===== config.mk =====
export PLATFORM = sky130hd
export DESIGN_NAME = seq_enc_param_flat
export DESIGN_NICKNAME = d
export VERILOG_FILES = /design/src/rtl/seq_enc_param_pkg.sv /design/src/rtl/seq_enc_param_if.sv /design/src/rtl/seq_enc_param.sv /design/src/flat_wrapper.sv
export SDC_FILE = /design/constraint.sdc
export NUM_CORES = 1
export LEC_CHECK = 0
export CAP_MARGIN = 20
export CORE_UTILIZATION = 25
export DETAILED_ROUTE_END_ITERATION = 16
export GPL_TIMING_DRIVEN = 0
export PLACE_DENSITY_LB_ADDON = 0.05
export SETUP_SLACK_MARGIN = 0.02
export SYNTH_ARGS = -nofsm -noshare
export SYNTH_HDL_FRONTEND = slang
export SYNTH_SLANG_ARGS = --single-unit

===== constraint.sdc =====
create_clock -name clk -period 1.99 [get_ports clk]
set_clock_uncertainty 0.05 [all_clocks]
set_input_delay 0.199 -clock clk [delete_from_list [all_inputs] [get_ports clk]]
set_output_delay 0.199 -clock clk [all_outputs]
set_load 0.02 [all_outputs]

===== src/rtl/seq_enc_param_pkg.sv =====
// Shared state encoding and counter width helper for the sequence encoder.
package seq_enc_pkg;

  typedef enum logic [1:0] {
    ST_IDLE = 2'd0,
    ST_SEND = 2'd1,
    ST_GAP  = 2'd2
  } state_t;

  // Bits needed to hold values 0..n-1, never less than one bit.
  function automatic int unsigned cnt_width(input int unsigned n);
    return (n <= 1) ? 1 : $clog2(n);
  endfunction

endpackage


===== src/rtl/seq_enc_param_if.sv =====
// Trigger/status bundle between control logic and the sequence encoder.
interface seq_enc_param_if;

  logic flag;
  logic repeat_en;
  logic sm_out;
  logic busy;
  logic done;

  modport master (
    output flag,
    output repeat_en,
    input  sm_out,
    input  busy,
    input  done
  );

  modport slave (
    input  flag,
    input  repeat_en,
    output sm_out,
    output busy,
    output done
  );

endinterface


===== src/rtl/seq_enc_param.sv =====
// Serialises a constant LEN-bit pattern MSB-first on a flag rising edge, with
// optional repeat mode separated by GAP idle cycles.
module seq_enc_param
  import seq_enc_pkg::*;
#(
  parameter int unsigned     LEN      = 8,
  parameter logic [LEN-1:0]  PATTERN  = 8'b1011_0010,
  parameter logic            IDLE_VAL = 1'b0,
  parameter int unsigned     GAP      = 2
) (
  input  logic           clk,
  input  logic           reset,
  seq_enc_param_if.slave bus
);

  localparam int unsigned CW = cnt_width(LEN);
  localparam int unsigned GW = cnt_width(GAP + 1);

  localparam logic [CW-1:0] CntLast  = CW'(LEN - 1);
  localparam logic [CW-1:0] CntFirst = CW'(LEN - 2);
  // Guarded so GAP=0 does not produce a negative reload value.
  localparam logic [GW-1:0] GapInit  = (GAP > 0) ? GW'(GAP - 1) : '0;

  state_t        state_q, state_d;
  logic [CW-1:0] cnt_q, cnt_d;
  logic [GW-1:0] gap_q, gap_d;
  logic          flag_q;
  logic          sm_out_q, sm_out_d;
  logic          busy_q, busy_d;
  logic          done_q, done_d;

  logic          trigger;
  logic          rearm;

  assign trigger = bus.flag & ~flag_q;
  assign rearm   = bus.repeat_en & bus.flag;

  // State, counters, edge-detect history and registered outputs.
  always_ff @(posedge clk) begin
    if (reset) begin
      state_q  <= ST_IDLE;
      cnt_q    <= CntLast;
      gap_q    <= '0;
      flag_q   <= 1'b0;
      sm_out_q <= IDLE_VAL;
      busy_q   <= 1'b0;
      done_q   <= 1'b0;
    end else begin
      state_q  <= state_d;
      cnt_q    <= cnt_d;
      gap_q    <= gap_d;
      flag_q   <= bus.flag;
      sm_out_q <= sm_out_d;
      busy_q   <= busy_d;
      done_q   <= done_d;
    end
  end

  // Next-state logic; done_q marks the last-bit cycle of a frame.
  always_comb begin
    state_d = state_q;
    unique case (state_q)
      ST_IDLE: begin
        if (trigger) state_d = ST_SEND;
      end
      ST_SEND: begin
        if (done_q) begin
          if (rearm) state_d = (GAP > 0) ? ST_GAP : ST_SEND;
          else       state_d = ST_IDLE;
        end
      end
      ST_GAP: begin
        if (gap_q == '0) state_d = ST_SEND;
      end
      default: state_d = ST_IDLE;
    endcase
  end

  // Next values of the registered outputs and counters.
  always_comb begin
    cnt_d    = cnt_q;
    gap_d    = gap_q;
    sm_out_d = sm_out_q;
    busy_d   = busy_q;
    done_d   = 1'b0;
    unique case (state_q)
      ST_IDLE: begin
        if (trigger) begin
          sm_out_d = PATTERN[LEN-1];
          busy_d   = 1'b1;
          cnt_d    = CntFirst;
        end else begin
          sm_out_d = IDLE_VAL;
          busy_d   = 1'b0;
        end
      end
      ST_SEND: begin
        if (done_q) begin
          if (rearm && (GAP > 0)) begin
            sm_out_d = IDLE_VAL;
            busy_d   = 1'b1;
            gap_d    = GapInit;
          end else if (rearm) begin
            // Back-to-back frame: MSB follows the LSB with no idle cycle.
            sm_out_d = PATTERN[LEN-1];
            busy_d   = 1'b1;
            cnt_d    = CntFirst;
          end else begin
            sm_out_d = IDLE_VAL;
            busy_d   = 1'b0;
          end
        end else begin
          sm_out_d = PATTERN[cnt_q];
          busy_d   = 1'b1;
          done_d   = (cnt_q == '0);
          // Counter parks at LEN-1 once bit 0 is issued instead of wrapping.
          cnt_d    = (cnt_q == '0) ? CntLast : cnt_q - CW'(1);
        end
      end
      ST_GAP: begin
        busy_d = 1'b1;
        if (gap_q == '0) begin
          sm_out_d = PATTERN[LEN-1];
          cnt_d    = CntFirst;
        end else begin
          sm_out_d = IDLE_VAL;
          gap_d    = gap_q - GW'(1);
        end
      end
      default: begin
        sm_out_d = IDLE_VAL;
        busy_d   = 1'b0;
      end
    endcase
  end

  assign bus.sm_out = sm_out_q;
  assign bus.busy   = busy_q;
  assign bus.done   = done_q;

endmodule


===== src/flat_wrapper.sv =====
// flat-port wrapper written by rule: the top's interface ports become plain ports
module seq_enc_param_flat import seq_enc_pkg::*;
#(
  parameter int unsigned     LEN      = 8,
  parameter logic [LEN-1:0]  PATTERN  = 8'b1011_0010,
  parameter logic            IDLE_VAL = 1'b0,
  parameter int unsigned     GAP      = 2
)
  (clk, reset, bus_flag, bus_repeat_en, bus_sm_out, bus_busy, bus_done);
  seq_enc_param_if bus_i ();
  input  logic clk;
  input  logic reset;
  input wire logic [$bits(bus_i.flag)-1:0] bus_flag;
  input wire logic [$bits(bus_i.repeat_en)-1:0] bus_repeat_en;
  output wire logic [$bits(bus_i.sm_out)-1:0] bus_sm_out;
  output wire logic [$bits(bus_i.busy)-1:0] bus_busy;
  output wire logic [$bits(bus_i.done)-1:0] bus_done;
  assign bus_i.flag = bus_flag;
  assign bus_i.repeat_en = bus_repeat_en;
  assign bus_sm_out = bus_i.sm_out;
  assign bus_busy = bus_i.busy;
  assign bus_done = bus_i.done;
  seq_enc_param #(.LEN(LEN), .PATTERN(PATTERN), .IDLE_VAL(IDLE_VAL), .GAP(GAP)) u_core (.clk(clk), .reset(reset), .bus(bus_i));
endmodule

# Yosys cells after proc, flatten, opt, wreduce, memory -nomap -nowiden
# Memories as Yosys holds them, arrays and structs flattened. A register that Yosys moved wholly into a read port is not among the register bits.
# Index checks and enable logic that the tools add are counted.
# totals
rom_bits	8
n_memories	1
ff_bits	11
output_inout_bits	3
input_bits	4
word_cells	56
# memory_table
name	depth	word_bits	read_ports	rd_clocked_by_memory_dff	wr	line_no	source
(no name shown)	8	1	1	1	0	seq_enc_param.sv:113	sm_out_d = PATTERN[cnt_q];
# op_classes
addsub	2
n_reduce_logical	9
n_bitwise	4
mux	24
magnitude_cmp	1
n_eq_ne	8
# ops
operator	count
2-to-1 mux 3 bit	6
2-to-1 mux 2 bit	7
case mux 3 bit (3 select lines)	1
inequality test 2 x 1 -> 1 bit (second input constant)	4
AND reduction 4 bit	2
2-to-1 mux 1 bit	6
case mux 1 bit (3 select lines)	2
case mux 2 bit (3 select lines)	1
zero test 2 bit	2
< comparator 3 x 4 -> 1 bit (second input constant)	1
inequality test 2 bit (second input constant)	2
case mux 2 bit (2 select lines)	1
zero test 3 bit	1
AND reduction 3 bit	1
nonzero test 3 bit	1
OR reduction 3 bit	1
subtractor 3 x 1 -> 3 bit (second input constant)	1
bitwise AND 1 bit	2
equality test 2 x 1 -> 1 bit (second input constant)	1
equality test 2 bit (second input constant)	1
inverter 1 bit	2
nonzero test 2 bit	1
subtractor 2 x 1 -> 2 bit (second input constant)	1

# Longest topological paths before layout
# Gate-level depths: netlist (run 1).
# logic_depth
word_depth	6
ltp_mapped	7
ltp_nobuf	7

# Least setup slack after synthesis (run 1)
# OpenSTA, ideal clock, no wires.
# synth_timing
path_type	reg-to-reg
from	register u_core.cnt_q[0]
to	register (tool-made name)
path_stages_with_launch	8
path_slack_ns	0.344
setup_time_ns	0.122
synth_period_minus_slack_ns	1.646
t_arrival_ns	1.474
path_cell_list	dfxtp_1 > inv_1 > ha_1 > ha_1 > inv_1 > a21oi_1 > a311o_2 > maj3_2
# synth_lines
item	line_no	source
start, declared	seq_enc_param.sv:25	logic [CW-1:0] cnt_q, cnt_d;
start signal, assigned	seq_enc_param.sv:42	cnt_q <= CntLast;
start signal, assigned	seq_enc_param.sv:50	cnt_q <= cnt_d;

==> flow_metrics.tcl, run 1 <==
set metrics [dict create \
    outcome "complete, no violations" \
    avgSynthCellArea_sq_um 9.32 \
    dieHeight_um 48.5 \
    r2r_start "u_core.state_q[0]$_SDFFE_PP0P_" \
    cts_made_buffers 3 \
    clk_pin_slew_ns 0.08 \
    arrival_ns 1.90 \
    synth_seq_cells 12 \
    end_kind "flop" \
    final_cell_mix "dfxtp_1 (12), a21oi_1 (8), inv_1 (7), clkdlybuf4s50_1 (6), nor2_1 (4)" \
    min_path_type "flop to flop" \
    globalRouteMet2Util 0.141 \
    p_int_mw 0.395 \
    grt_pass1_wl_um 1620 \
    finalPower_mw 0.510 \
    p_leak_nw 0.277 \
    vias_per_cell 4.47 \
    synth_top_area_frac 0.444 \
    maxCapViolCount 0 \
    start_kind "flop" \
    fmax_mhz 559 \
    grt_max_degree 11 \
    post_cts_buffers 0 \
    gr-usage-all-layers 0.0922 \
    overflow 0 \
    synth_nets 65 \
    power.net_switching_mw 0.115 \
    crit_required_ns 2.10 \
    drtPass1Iterations 4 \
    use_met3 0.0566 \
    relSlewSlack 0.635 \
    io_pins 7 \
    cts-root-buf "clkbuf_4" \
    diodes 0 \
    slowest_delay_ns 0.45 \
    h-tree-depth 1 \
    start_util 0.270 \
    cts_buffer_depth 2 \
    period_needed_ns 1.79 \
    vdd_drop_max_mv 0.338 \
    finalCritPeriodShare 0.899 \
    synthCells 58 \
    rsz0062_at_grt "false" \
    synth-seq-area-share 0.444 \
    yosys_warnings 0 \
    cellPowerDensity_mw_per_mm2 761 \
    die_w_um 48.5 \
    dieArea_sq_mm 0.00235 \
    routabilityCongestion 0.695 \
    cts_tree "yes" \
    worst-r2r-cell-count 4 \
    path_buf_inv 0 \
    drt_wl_total_um 906 \
    yosys-top-cells-area "dfxtp_1 (44%), a21oi_1 (7.4%), ha_1 (6.9%)" \
    top_usage_layer "met2" \
    seqCellArea_sq_um 240 \
    grt_use_met1 0.106 \
    num-nets-final 76 \
    tightest_slew_ns 0.545 \
    worst-setup-path-type "flop to flop" \
    syn-cell-area_sq_um 541 \
    yosysTopAreaCell "dfxtp_1" \
    area_growth_pct 24.1 \
    grt_pass1_vias 355 \
    swShare 0.225 \
    critPathMaxFanout 8 \
    cp_top_family "simple AND/OR/NAND/NOR gates" \
    setup_tns_ns 0 \
    insertion_delay_ns 0.27 \
    clkPwrFrac 0.371 \
    fp.coreArea_sq_mm 0.00200 \
    fillers 211 \
    multiInputGateArea_sq_um 270 \
    setup_viol 0 \
    crit_path_top_delay_cell "dfxtp_1" \
    crit_start "u_core.state_q[0]$_SDFFE_PP0P_" \
    final_antenna_net_count 0 \
    drc 0 \
    dp_hpwl_um 693 \
    layout_commonest_cell "dfxtp_1" \
    vias 425 \
    port_buffers 6 \
    drt_iter0_markers 10 \
    num_rows 16 \
    ff2ff_setup_slack_ns 0.20 \
    fin_util 0.335 \
    cp.depth 4 \
    pwr-share-comb 0.122 \
    maxSlewViolCount 0 \
    hold_viol 0 \
    postCtsHoldBufs 0 \
    post_cts_resized 0 \
    antenna_found_initial 0 \
    clock-sinks 12 \
    drive_above_1_share 0.176 \
    wire_per_inst_um 9.54 \
    ys_types 23 \
    p_seq_frac 0.507 \
    path_cells "nor3b_2, nor2_1, a221o_1, maj3_2" \
]
## routing by layer
metal / vias to the layer above / part of all wire
met1: 197 / 0.51
met2: 3 / 0.46
li1: 225 / -
met5: - / 0
met4: 0 / 0
met3: 0 / 0.029
## worst min-delay path by stage
| stage | startpoint | endpoint | depth (start not counted) |
|---|---|---|---|
| finish | flop | u_core.bus.sm_out$_SDFF_PP0_ | 2 |
| global route | flop | u_core.bus.sm_out$_SDFF_PP0_ | 2 |
| floorplan | reset | u_core.cnt_q[0]$_SDFFE_PP1N_ | 1 |
| global placement | flop | u_core.bus.sm_out$_SDFF_PP0_ | 2 |
| detailed placement | flop | u_core.bus.sm_out$_SDFF_PP0_ | 2 |
| CTS | flop | u_core.bus.sm_out$_SDFF_PP0_ | 2 |
## stage by stage
step / cells / hold slack (ns) / setup slack [ns] / cell area [sq um]
floorplan: 58 / 0.270 / 0.344 / 541
global placement: 91 / 0.377 / -0.0858 / 634
detailed placement: 91 / 0.386 / -0.0738 / 634
CTS: 95 / 0.397 / 0.190 / 671
global route: 95 / 0.437 / 0.0689 / 671
finish: 95 / 0.391 / 0.202 / 671
## sequential cells by signal, summed over array words and instances, names as in the netlist, named ones only
register	flops
u_core.state_q	2
u_core.bus.busy	1
u_core.flag_q	1
u_core.gap_q	2
u_core.cnt_q	3
u_core.bus.sm_out	1
u_core.bus.done	1
## Yosys cell counts (all sizes together)
cell type / instances
dfxtp: 12
a21oi: 8
inv: 7
nor2: 4
ha: 3
nand2: 3
nor2b: 3
a22oi: 2
nor3b: 2
or2: 2
a21o: 1
a221o: 1
a311o: 1
a31oi: 1
and4b: 1
and4bb: 1
clkbuf: 1
maj3: 1
nor3: 1
nor4b: 1
o21ai: 1
or3b: 1
## tightest hold or removal path, delay by kind of cell, from the launching register on
| family | cells | cell delay [ns] |
|---|---|---|
| flip-flops | 1 | 0.30 |
| AO/OA/AOI/OAI | 1 | 0.05 |
| AND/OR/NAND/NOR | 1 | 0.04 |
## power groups by stage
| stage | clock network (mW) | registers, mW | logic [mW] |
|---|---|---|---|
| 2_1_floorplan | 0 | 0.267 | 0.0373 |
| 3_3_place_gp | 0 | 0.265 | 0.0639 |
| 3_5_place_dp | 0 | 0.265 | 0.0632 |
| 4_1_cts | 0.202 | 0.259 | 0.0632 |
| 5_1_grt | 0.213 | 0.261 | 0.0690 |
| 6_report | 0.189 | 0.259 | 0.0622 |
## cell type report
cell class,count,area share
repair buffers,6,0.0896
flip-flops and latches,12,0.358
well taps,27,0.0504
multi-input cells,38,0.403
clock buffers,4,0.0541
plain buffers,1,0.00560
inverters,7,0.0392
## cell families after synthesis
| logic type | synth area share |
|---|---|
| buf+inv | 0.0556 |
| fa+ha+maj | 0.0903 |
| simple gates | 0.234 |
| flops | 0.444 |
| compound gates | 0.176 |
No activity file was read; power rests on OpenSTA's default activity.
==> inputs of run 2 (changes only) <==
--- a/config.mk
+++ b/config.mk
@@ -6,9 +6,11 @@
 export NUM_CORES = 1
 export LEC_CHECK = 0
 export CAP_MARGIN = 20
+export CORE_MARGIN = 2
 export CORE_UTILIZATION = 25
 export DETAILED_ROUTE_END_ITERATION = 16
 export GPL_TIMING_DRIVEN = 0
+export MAX_ROUTING_LAYER = met4
 export PLACE_DENSITY_LB_ADDON = 0.05
 export SETUP_SLACK_MARGIN = 0.02
 export SYNTH_ARGS = -nofsm -noshare
==> run 2 against run 1 <==
Net effect: power increased by 0.58%; register-to-register slack about the same; non-clock buffer count unchanged; highest routed layer is now met4; count of clock-buffer cells in the layout unchanged; combinational power increased by 0.6%; sequential share of layout area unchanged; core utilization unchanged; largest power group unchanged; cell area unchanged; fmax about the same; die area increased by 8.4%; setup slack improved by 0.00099 ns.
==> flow_metrics.tcl, run 2 (synthesis gave the netlist of run 1 again) <==
set metrics [dict create \
    dieArea_sq_mm 0.00255 \
    end_kind "flop" \
    start_kind "flop" \
    rsz0062_at_grt "false" \
    antenna_found_initial 0 \
    finalCritPeriodShare 0.898 \
    area_growth_pct 24.1 \
    worst-r2r-cell-count 4 \
    fmax_mhz 560 \
    cts_buffer_depth 2 \
    final_cell_mix "dfxtp_1 (12), a21oi_1 (8), inv_1 (7), clkdlybuf4s50_1 (6), nor2_1 (4)" \
    relSlewSlack 0.635 \
    post_cts_resized 0 \
    maxCapViolCount 0 \
    routabilityCongestion 0.685 \
    grt_pass1_wl_um 1700 \
    drc 0 \
    dieHeight_um 50.5 \
    crit_start "u_core.state_q[0]$_SDFFE_PP0P_" \
    h-tree-depth 1 \
    postCtsHoldBufs 0 \
    cts-root-buf "clkbuf_4" \
    hold_viol 0 \
    gr-usage-all-layers 0.0929 \
    biggestRegsByFlops "u_core.cnt_q: 3 flops, u_core.gap_q: 2 flops, u_core.state_q: 2 flops" \
    insertion_delay_ns 0.27 \
    p_leak_nw 0.277 \
    vias_per_cell 4.46 \
    period_needed_ns 1.79 \
    grt_pass1_vias 357 \
    num_rows 16 \
    cts_tree "yes" \
    vias 424 \
    largest-register "u_core.cnt_q" \
    placed_cells 91 \
    arrival_ns 1.90 \
    finalPower_mw 0.513 \
    overflow 0 \
    layoutNonFillerInstCount 95 \
    outcome "complete, no violations" \
    cellPowerDensity_mw_per_mm2 765 \
    tightest_slew_ns 0.544 \
    min_path_type "flop to flop" \
    drtPass1Iterations 3 \
    clk_pin_slew_ns 0.08 \
    maxSlewViolCount 0 \
    grt_max_degree 11 \
    ff2ff_setup_slack_ns 0.20 \
    drt_iter0_markers 5 \
    start_util 0.270 \
    critPathMaxFanout 8 \
    io_pins 7 \
    dp_hpwl_um 739 \
    r2r_start "u_core.state_q[0]$_SDFFE_PP0P_" \
    post_cts_buffers 0 \
    final_antenna_net_count 0 \
    clock-sinks 12 \
    setup_viol 0 \
    layout_commonest_cell "dfxtp_1" \
    fp.coreArea_sq_mm 0.00200 \
    wire_per_inst_um 10.1 \
    die_w_um 50.5 \
    worst-setup-path-type "flop to flop" \
    drive_above_1_share 0.176 \
    diodes 0 \
    largest_register_ffs 3 \
    drt_wl_total_um 963 \
    port_buffers 6 \
    crit_required_ns 2.10 \
    vdd_drop_max_mv 0.458 \
    num-nets-final 76 \
    cts_made_buffers 3 \
]
[run 2: cell counts in the layout (fill, tap and decap cells not counted)]
Identical to the previous run, type by type.
[run 2: worst min-delay path by stage]
stage | from | end | slack (ns) | depth (start not counted)
6_report | flop | u_core.bus.sm_out$_SDFF_PP0_ | 0.40 | 2
5_1_grt | flop | u_core.bus.sm_out$_SDFF_PP0_ | 0.43 | 2
4_1_cts | flop | u_core.bus.sm_out$_SDFF_PP0_ | 0.40 | 2
3_5_place_dp | flop | u_core.bus.sm_out$_SDFF_PP0_ | 0.39 | 2
3_3_place_gp | flop | u_core.bus.sm_out$_SDFF_PP0_ | 0.38 | 2
2_1_floorplan | reset | u_core.cnt_q[0]$_SDFFE_PP1N_ | 0.27 | 1
[run 2: through the flow]
| stage | utilization | setup TNS, ns | setup WS [ns] | cell area, sq um | hold slack (ns) |
|---|---|---|---|---|---|
| finish | 0.335 | 0 | 0.203 | 671 | 0.399 |
| global route | 0.335 | 0 | 0.0698 | 671 | 0.429 |
| CTS | 0.335 | 0 | 0.177 | 671 | 0.402 |
| detailed placement | 0.317 | -0.0842 | -0.0842 | 634 | 0.390 |
| global placement | 0.317 | -0.110 | -0.0864 | 634 | 0.377 |
| floorplan | - | 0 | 0.344 | 541 | 0.270 |
[run 2: area by class of cell]
type / instances / area (sq um)
Inverter: 7 / 26.3
Timing Repair Buffer: 6 / 60.1
Buffer: 1 / 3.75
Clock buffer: 4 / 36.3
Fill cell: 216 / 1330
Multi-Input combinational cell: 38 / 270
Tap cell: 27 / 33.8
Sequential cell: 12 / 240
[run 2: report_power, final]
part	internal, mW	switching, mW
Combinational	0.0327	0.0299
Clock	0.111	0.0802
Sequential	0.252	0.00730
Total	0.396	0.117
[run 2: worst max-delay path: stages (launching register included)]
cell and delay (ns):
dfxtp_1 0.46, nor3b_2 0.41, nor2_1 0.10, a221o_1 0.37, maj3_2 0.30
[run 2: metal layers]
metal,share of wire,track usage,vias to the layer above
li1,-,-,224
met1,0.53,0.119,193
met2,0.43,0.129,5
met3,0.036,0.0536,2
met4,0.0093,0.0135,0
met5,0,-,-
==> inputs of run 3 (changes only) <==
--- a/config.mk
+++ b/config.mk
@@ -11,7 +11,7 @@
 export DETAILED_ROUTE_END_ITERATION = 16
 export GPL_TIMING_DRIVEN = 0
 export MAX_ROUTING_LAYER = met4
-export PLACE_DENSITY_LB_ADDON = 0.05
+export PLACE_DENSITY = 0.52
 export SETUP_SLACK_MARGIN = 0.02
 export SYNTH_ARGS = -nofsm -noshare
 export SYNTH_HDL_FRONTEND = slang
==> run 3 against run 2 <==
Net effect: combinational power about the same; clock power is 23% lower; first-iteration DRC count unchanged; cell area fell by 2.1%; setup slack better by 0.0087 ns; routed wire length shrank 6.2%; global-route usage down 0.76 points; final cell count fell by 1.1%; sequential power hardly changed; via count increased by 0.94%; count of clock-buffer cells in the layout is 1 lower; critical path depth did not move.
==> flow_metrics.tcl, run 3 (synthesis gave the netlist of run 1 again) <==
set metrics [dict create \
    outcome "complete, no violations" \
    layoutNonFillerInstCount 94 \
    relSlewSlack 0.633 \
    end_kind "flop" \
    swShare 0.243 \
    slowest_delay_ns 0.44 \
    vdd_drop_max_mv 0.188 \
    port_buffers 6 \
    antenna_found_initial 0 \
    final_antenna_net_count 0 \
    biggestRegsByFlops "u_core.cnt_q: 3 flops, u_core.gap_q: 2 flops, u_core.state_q: 2 flops" \
    drt_wl_total_um 903 \
    fp.coreArea_sq_mm 0.00200 \
    num_rows 16 \
    finalCritPeriodShare 0.894 \
    maxCapViolCount 0 \
    grt_use_met1 0.0952 \
    use_met3 0.0179 \
    p_leak_nw 0.270 \
    largest_register_ffs 3 \
    maxSlewViolCount 0 \
    top_usage_layer "met2" \
    start_kind "flop" \
    clock-sinks 12 \
    io_pins 7 \
    cts-root-buf "clkbuf_4" \
    clkPwrFrac 0.315 \
    start_util 0.270 \
    min_path_type "flop to flop" \
    drtPass1Iterations 4 \
    tightest_slew_ns 0.548 \
    path_cells "nor3b_2, nor2_1, a221o_1, maj3_2" \
    hold_viol 0 \
    routabilityCongestion 0.715 \
    rsz0062_at_grt "false" \
    worst-setup-path-type "flop to flop" \
    crit_required_ns 2.10 \
    placed_cells 91 \
    setup_viol 0 \
    drc 0 \
    layout_commonest_cell "dfxtp_1" \
    dieHeight_um 50.5 \
    largest-register "u_core.cnt_q" \
    drt_iter0_markers 5 \
    vias 428 \
    gr-usage-all-layers 0.0853 \
    cellPowerDensity_mw_per_mm2 713 \
    p_seq_frac 0.552 \
    die_w_um 50.5 \
    clk_pin_slew_ns 0.07 \
    grt_pass1_vias 372 \
    arrival_ns 1.89 \
    grt_max_degree 11 \
    dieArea_sq_mm 0.00255 \
    h-tree-depth 1 \
    pwr-share-comb 0.133 \
    globalRouteMet2Util 0.125 \
    cts_tree "yes" \
    overflow 0 \
    dp_hpwl_um 664 \
    insertion_delay_ns 0.27 \
    cts_made_buffers 3 \
    period_needed_ns 1.78 \
    critPathMaxFanout 8 \
    area_growth_pct 21.5 \
    post_cts_buffers 0 \
    diodes 0 \
    post_cts_resized 0 \
    grt_pass1_wl_um 1560 \
    final_cell_mix "dfxtp_1 (12), a21oi_1 (8), inv_1 (7), clkdlybuf4s50_1 (6), nor2_1 (4)" \
    power.net_switching_mw 0.114 \
    finalPower_mw 0.468 \
    fmax_mhz 562 \
    crit_path_top_delay_cell "dfxtp_1" \
    postCtsHoldBufs 0 \
    vias_per_cell 4.55 \
    fin_util 0.328 \
    wire_per_inst_um 9.61 \
    cts_buffer_depth 2 \
    p_int_mw 0.354 \
    num-nets-final 76 \
    drive_above_1_share 0.164 \
]
[run 3: final timing paths]
check | endpoint | from | slack [ns] | cells after the start
max reg2reg | flop | u_core.state_q[0]$_SDFFE_PP0P_ | 0.21 | 4
min reg2reg | u_core.bus.sm_out$_SDFF_PP0_ | flop | 0.40 | 2
max | flop | u_core.state_q[0]$_SDFFE_PP0P_ | 0.21 | 4
min | u_core.bus.sm_out$_SDFF_PP0_ | flop | 0.40 | 2
[run 3: worst max-delay path, delay by kind of cell, from the launching register on]
family	cells	cell delay, ns
AND/OR/NAND/NOR	2	0.50
flip-flops	1	0.44
AO/OA/AOI/OAI	1	0.37
adder cells (fa/ha/maj)	1	0.30
[run 3: final cells by class]
| cell class | instances | area (sq um) |
|---|---|---|
| tap | 27 | 33.8 |
| fill | 223 | 1350 |
| timing repair buffer | 6 | 60.1 |
| sequential | 12 | 240 |
| inverter | 7 | 26.3 |
| clock buffer | 3 | 22.5 |
| buffer | 1 | 3.75 |
| multi-input combinational | 38 | 270 |
[run 3: power groups by stage]
| stage | combinational (mW) | sequential (mW) | clock (mW) |
|---|---|---|---|
| 2_1_floorplan | 0.0373 | 0.267 | 0 |
| 3_3_place_gp | 0.0623 | 0.265 | 0 |
| 3_5_place_dp | 0.0628 | 0.264 | 0 |
| 4_1_cts | 0.0628 | 0.259 | 0.153 |
| 5_1_grt | 0.0686 | 0.260 | 0.163 |
| 6_report | 0.0624 | 0.259 | 0.147 |
[run 3: metrics by stage]
step | instance area [sq um] | hold slack [ns] | setup WS (ns) | TNS, ns
floorplan | 541 | 0.270 | 0.344 | 0
global placement | 634 | 0.380 | -0.0593 | -0.0593
detailed placement | 634 | 0.390 | -0.0594 | -0.0594
CTS | 657 | 0.400 | 0.225 | 0
global route | 657 | 0.429 | 0.117 | 0
finish | 657 | 0.397 | 0.212 | 0
[run 3: routing by layer]
layer / wire [um] / part of all wire
met1: 441 / 0.49
met2: 421 / 0.47
met3: 22 / 0.024
met4: 17 / 0.019
met5: 0 / 0
